$ cat src/rtl/stream_packer.sv
// rtl/stream_packer.sv - packs a scalar valid/ready element stream into zero-padded lane vectors
module stream_packer #(
    parameter int WIDTH_P = 8,
    parameter int LANES_P = 4
) (
    input  logic                              clk_i,
    input  logic                              rst_ni,
    input  logic [WIDTH_P-1:0]                data_i,
    input  logic                              valid_i,
    input  logic                              last_i,
    output logic                              ready_o,
    output logic [LANES_P*WIDTH_P-1:0]        data_o,
    output logic                              valid_o,
    input  logic                              ready_i,
    output logic [$clog2(LANES_P+1)-1:0]      count_o,
    output logic                              last_o
);

    localparam int IDX_W = $clog2(LANES_P);
    localparam int CNT_W = $clog2(LANES_P + 1);
    localparam logic [IDX_W-1:0] LAST_IDX = IDX_W'(LANES_P - 1);

    typedef enum logic {
        FILL = 1'b0,
        HOLD = 1'b1
    } state_e;

    state_e           state_q;
    logic [IDX_W-1:0] idx_q;
    logic             accept;
    logic             pop;
    logic             close;

    assign valid_o = (state_q == HOLD);
    // A presented vector only blocks input while downstream refuses it.
    assign ready_o = !valid_o || ready_i;
    assign accept  = valid_i && ready_o;
    assign pop     = valid_o && ready_i;
    assign close   = accept && ((idx_q == LAST_IDX) || last_i);

    always_ff @(posedge clk_i or negedge rst_ni) begin
        if (!rst_ni) begin
            state_q <= FILL;
            idx_q   <= '0;
            data_o  <= '0;
            count_o <= '0;
            last_o  <= 1'b0;
        end else begin
            if (accept) begin
                // Lane 0 of a fresh vector clears the rest, so short vectors pad with zeros.
                if (idx_q == '0) begin
                    data_o <= {{((LANES_P - 1) * WIDTH_P){1'b0}}, data_i};
                end else begin
                    for (int k = 1; k < LANES_P; k++) begin
                        if (idx_q == IDX_W'(k)) begin
                            data_o[k*WIDTH_P +: WIDTH_P] <= data_i;
                        end
                    end
                end
                idx_q <= close ? '0 : idx_q + 1'b1;
            end

            if (close) begin
                state_q <= HOLD;
                count_o <= CNT_W'(idx_q) + CNT_W'(1);
                last_o  <= last_i;
            end else if (pop) begin
                state_q <= FILL;
            end
        end
    end

endmodule

$ cat config.mk
export PLATFORM = sky130hd
export DESIGN_NAME = stream_packer
export DESIGN_NICKNAME = d
export VERILOG_FILES = /design/src/rtl/stream_packer.sv
export SDC_FILE = /design/constraint.sdc
export NUM_CORES = 1
export LEC_CHECK = 0
export ABC_AREA = 0
export CORE_MARGIN = 5
export CORE_UTILIZATION = 46
export DETAILED_ROUTE_END_ITERATION = 10
export GPL_TIMING_DRIVEN = 0
export PLACE_DENSITY_LB_ADDON = 0.08
export SYNTH_ARGS = -nofsm -noshare
export SYNTH_HDL_FRONTEND = slang
export SYNTH_SLANG_ARGS = --single-unit
$ cat constraint.sdc
create_clock -name clk_i -period 1.98 [get_ports clk_i]
set_input_delay 0.297 -clock clk_i [delete_from_list [all_inputs] [get_ports clk_i]]
set_output_delay 0.297 -clock clk_i [all_outputs]
set_load 0.1 [all_outputs]
==> impl_metrics.tcl, run 1 <==
set metrics [dict create \
    cts_setup_buffers 0 \
    crit-reg2reg-capture "data_o[28]" \
    synth_area_um2 1630 \
    gp_congestion 0.821 \
    drive_gt1_share_pct 32.7 \
    period_minus_slack_ps 1930 \
    synthSimpleGateAreaFrac_pct 7.89 \
    layout_commonest_cell "dfrtp_1" \
    design_area_um2 2210 \
    die-area_um2 4840 \
    fin_nets 181 \
    cp.arrival_ps 1630 \
    rsz0062_at_grt "no" \
    ys_seq_elements 39 \
    portBuffers 49 \
    nFillCells 270 \
    final_cell_mix "dfrtp_1, dlygate4sd2_1, mux2_2" \
    synth_xor_area_share_pct 0 \
    end_kind "primary output" \
    cp.required_ps 1680 \
    ctsHtreeMaxLevel 2 \
    ys_seq_area_share_pct 59.8 \
    detailedPlace.worstSlack_ps -537 \
    syn_inst 108 \
    worstSetupPathType "input pin to primary output" \
    cp_max_fo 10 \
    crit_path_start "ready_i" \
    rows 21 \
    grt_pass1_vias 1241 \
    area_growth_pct 35.2 \
    r2r_start "idx_q[0]" \
    antenna_found_initial 0 \
    ios 51 \
    hp-class "input pin to asynchronous set/reset pin" \
    max_freq_mhz 518 \
    slew_viol_final 0 \
    final_hold_viol_count 0 \
    syn_nets 125 \
    via_count 1074 \
    synth_fa_ha_area_share_pct 3.07 \
    globalRouteTotalUtil_pct 15.8 \
    synth_top_family_by_area "multiplexers" \
    start_util_pct 48.2 \
    highest_layer "met4" \
    dp_hpwl_um 2590 \
    tightest_slew_ps 993 \
    dieWidth_um 69.6 \
    synth.area.mux_share_pct 23.4 \
    die_y_um 69.6 \
    met2_length_um 1890 \
    crit_end "ready_o" \
    r2r_cells 4 \
    cts_tree "done" \
    status "finished clean" \
    synth_cell_types 19 \
    remaining_drc_errors 0 \
    fin_ws_ps 49.9 \
    wl_met1_um 1350 \
    drv_cap 0 \
    wl_per_cell_um 16.9 \
    drt_iter0_drc 58 \
    numCtsBuffers 5 \
    final_antenna_net_count 0 \
    cts.sinks 39 \
    fin_setup_tns_ps 0 \
    setup_violations 0 \
    vias_per_cell 5.09 \
    grt_pass1_wl_um 5950 \
    grt-ovfl-total 0 \
    worst_clock_skew_ps 5.97 \
    routed_wl_um 3560 \
    met3WireLength_um 258 \
    yosysWarningCount 0 \
    place_area_um2 2180 \
    clk_latency_ps 330 \
    clockBufferDepth 2 \
    period_share_pct 97.5 \
    r2r_slack_ps 140 \
    grt_max_degree 40 \
    cts-root-buf "clkbuf_4" \
    drtPass1Iterations 4 \
    synth_compound_area_share_pct 3.52 \
    clk_pin_slew_worst_paths_ps 110 \
    start_kind "input pin" \
    slew_headroom_pct 34.0 \
    diodes 0 \
    fp.coreArea_um2 3390 \
    synth_area_per_cell_um2 15.1 \
]
routing by layer:
layer,vias to the layer above,global-route usage [%]
met2,33,28.1
met1,538,15.8
li1,496,-
met4,0,5.64
met3,7,7.68
met5,-,0
logic make-up after synthesis:
| group | after synthesis |
|---|---|
| multiplexers | 34 |
| adder cells (fa/ha/maj) | 4 |
| AO/OA/AOI/OAI | 7 |
| AND/OR/NAND/NOR | 18 |
| flip-flops | 39 |
| buffers and inverters | 6 |
cell usage after synthesis:
master / n / share of area (%)
inv_1: 2 / 0.46
nor2_1: 1 / 0.23
nor2b_1: 8 / 3.1
inv_2: 1 / 0.23
and2_2: 1 / 0.46
nand2b_2: 1 / 0.54
nand3b_1: 1 / 0.46
a22o_1: 2 / 1.1
buf_4: 2 / 0.92
mux2_2: 34 / 23
nand3_2: 1 / 0.61
nand4_1: 2 / 0.77
nand3_1: 2 / 0.61
o211ai_2: 2 / 1.5
dfrtp_1: 39 / 60
nor3b_4: 1 / 1.1
buf_6: 1 / 0.69
o21ai_0: 3 / 0.92
ha_1: 4 / 3.1
worst max-delay path, cell delays in order:
cell and delay [ps]:
clkdlybuf4s50_1 450, nand2b_2 140, buf_4 180, clkdlybuf4s18_2 560
worst min-delay path by stage:
| stage | from | end | cells after the start |
|---|---|---|---|
| 2_1_floorplan | rst_ni | count_o[0] | 0 |
| 3_3_place_gp | count_o[2] | count_o[2] | 1 |
| 3_5_place_dp | rst_ni | data_o[10] | 1 |
| 4_1_cts | rst_ni | data_o[12] | 1 |
| 5_1_grt | rst_ni | data_o[25] | 1 |
| 6_report | rst_ni | data_o[12] | 1 |
flip-flops by register name (all words and copies together), names as in the netlist:
signal	count
idx_q	2
valid_o	1
count_o	3
data_o	32
last_o	1
repair_timing:
item,4_1_cts,5_1_grt
hold endpoints to repair,0,0
gates resized for setup,41,1
endpoints found under the setup margin,39,1
hold buffers,0,0
cell type report:
class | instances | area, um2 | share of cell area (%)
Buffer | 3 | 26.3 | 1.19
Clock buffer | 8 | 68.8 | 3.12
Inverter | 3 | 11.3 | 0.510
Multi-Input combinational cell | 63 | 628 | 28.4
Sequential cell | 39 | 977 | 44.2
Tap cell | 46 | 57.6 | 2.61
Timing Repair Buffer | 49 | 439 | 19.9
metrics by stage:
stage / utilization (%) / hold slack (ps) / std cells
after floorplan: - / 1.41 / 108
after global placement: 64.4 / 484 / 203
after detailed placement: 64.2 / 454 / 203
after CTS: 65.2 / 81.9 / 211
after global routing: 65.2 / 115 / 211
final: 65.2 / 59.7 / 211
Power of run 1 is not shown: default switching activity piles up to over one toggle a cycle in this logic, so the estimate is an artifact.
==> run 2, diff against run 1 <==
Settings changed: ABC_AREA 0 to 1, CORE_UTILIZATION 46 to 48.
==> run 2 against run 1 <==
Final cell count grew 47%; highest routed layer unchanged; die area grew 8.8%; cell area grew 12%; sequential cell count is the same; synthesized cell count grew 90%; first-iteration DRC count grew 34%; area after synthesis grew 15%.
==> impl_metrics.tcl, run 2 <==
set metrics [dict create \
    status "finished clean" \
    synth_top_family_by_area "simple AND/OR/NAND/NOR gates" \
    dieWidth_um 72.6 \
    synth_commonest_cells "nand2_1, dfrtp_1, nand4_1, inv_1" \
    cts-hold-fix-buffers 0 \
    cts.repair.resized 42 \
    slew_headroom_pct 34.5 \
    crit-reg2reg-capture "data_o[16]" \
    globalRouteTotalUtil_pct 17.8 \
    period_share_pct 95.7 \
    fp.coreArea_um2 3720 \
    largest_reg_flops 32 \
    cts-root-buf "clkbuf_8" \
    start_util_pct 50.6 \
    setup_violations 0 \
    hold_slack_ps 105 \
    crit_end "ready_o" \
    async_reset_ff_share_pct 100 \
    synthSimpleGateAreaFrac_pct 36.4 \
    clk_pin_slew_worst_paths_ps 70 \
    worst_clock_skew_ps 2.99 \
    start_kind "input pin" \
    fin_nets 278 \
    post-place-cells 302 \
    regMostFlops "data_o" \
    final_hold_viol_count 0 \
    portBuffers 49 \
    numCtsBuffers 5 \
    ios 51 \
    cp.required_ps 1680 \
    rows 22 \
    yosysWarningCount 0 \
    worstSetupPathType "input pin to primary output" \
    synth_compound_area_share_pct 0 \
    end_kind "primary output" \
    r2r_start "idx_q[0]" \
    via_count 1552 \
    largestRegisters "data_o x32, count_o x3, idx_q x2" \
    rsz0062_at_grt "no" \
    synth_edf_count 0 \
    ctsHtreeMaxLevel 2 \
    vias_per_cell 5.01 \
    synth_area_per_cell_um2 9.17 \
    grt_pass1_wl_um 7180 \
    period_minus_slack_ps 1890 \
    synth.area.mux_share_pct 0 \
    crit_path_start "ready_i" \
    slew_viol_final 0 \
    synth.top_cell.area_share_pct 51.9 \
    routed_wl_um 4330 \
    syn_inst 205 \
    grt_pass1_vias 1506 \
    clk_latency_ps 290 \
    clockBufferDepth 2 \
    max_freq_mhz 528 \
    final_cells 310 \
    final_antenna_net_count 0 \
    synth_cell_types 15 \
    wl_per_cell_um 14.0 \
    drtPass1Iterations 4 \
    gp_congestion 0.884 \
    remaining_drc_errors 0 \
    synth.most_common_cell "nand2_1" \
    synth_area_um2 1880 \
    nFillCells 338 \
    drive_gt1_share_pct 12.6 \
    ys_seq_area_share_pct 51.9 \
    diodes 0 \
    cts.sinks 39 \
    yosys.area.top_type "dfrtp_1" \
    r2r_cells 6 \
    synthTopCellsByArea "dfrtp_1, nand2_1, nand4_1, buf_6, inv_1" \
    antenna_found_initial 0 \
    die-area_um2 5270 \
    drv_cap 0 \
    layout_commonest_cell "nand2_1" \
    synth_xor_area_share_pct 0 \
    ys_seq_elements 39 \
    cts_tree "done" \
    area_growth_pct 31.6 \
    die_y_um 72.6 \
    final_cell_mix "nand2_1, dfrtp_1, dlygate4sd2_1" \
    dp_hpwl_um 3160 \
    grt-ovfl-total 0 \
    syn_nets 222 \
    cp_max_fo 10 \
    hp-class "input pin to asynchronous set/reset pin" \
    r2r_slack_ps 450 \
    grt_max_degree 40 \
    synth_fa_ha_area_share_pct 2.66 \
    cp.arrival_ps 1600 \
    synth_ff_type "dfrtp_1" \
    tightest_slew_ps 987 \
    drt_iter0_drc 78 \
    cts_setup_buffers 0 \
]
==> run 2: final cells by class <==
class                           count  area, um2  area share [%]
Clock buffer                        8        100            4.04
Timing Repair Buffer               49        434            17.5
Buffer                             11        106            4.30
Inverter                           17       63.8            2.58
Multi-Input combinational cell    138        734            29.7
Sequential cell                    39        976            39.4
Tap cell                           48       60.1            2.43
==> run 2: kinds of logic after synthesis <==
| family | Yosys count |
|---|---|
| flops | 39 |
| buf+inv | 28 |
| fa+ha+maj | 4 |
| simple gates | 134 |
==> run 2: critical path, cell delays in order <==
cell and delay (ps):
clkdlybuf4s50_1 460, inv_1 60, nand2_4 170, buf_6 170, buf_2 430
==> run 2: layer usage <==
layer	wire length, um	share of wire (%)	vias up	global-route usage (%)
li1	-	-	787	-
met1	2060	48	719	24.5
met2	1980	46	41	27.1
met3	252	5.8	5	5.65
met4	38	0.88	0	4.92
met5	0	0	-	0
==> run 2: worst min path at each step <==
stage	start	end	slack [ps]	depth (start not counted)
after floorplan	rst_ni	count_o[0]	1	0
after global placement	data_o[2]	data_o[2]	450	2
after detailed placement	rst_ni	data_o[1]	440	1
after CTS	rst_ni	count_o[0]	130	1
after global routing	rst_ni	data_o[1]	190	1
final	rst_ni	data_o[1]	100	1
==> run 2: through the flow <==
| step | utilization, % | instance area [um2] | setup TNS, ps | worst slack (ps) |
|---|---|---|---|---|
| after floorplan | - | 1880 | 0 | 227 |
| after global placement | 65.4 | 2430 | -10770 | -613 |
| after detailed placement | 65.3 | 2430 | -626 | -626 |
| after CTS | 66.6 | 2470 | 0 | 74.7 |
| after global routing | 66.6 | 2470 | 0 | 51.5 |
| final | 66.6 | 2470 | 0 | 85.5 |
Power of run 2 is left out for the same reason.
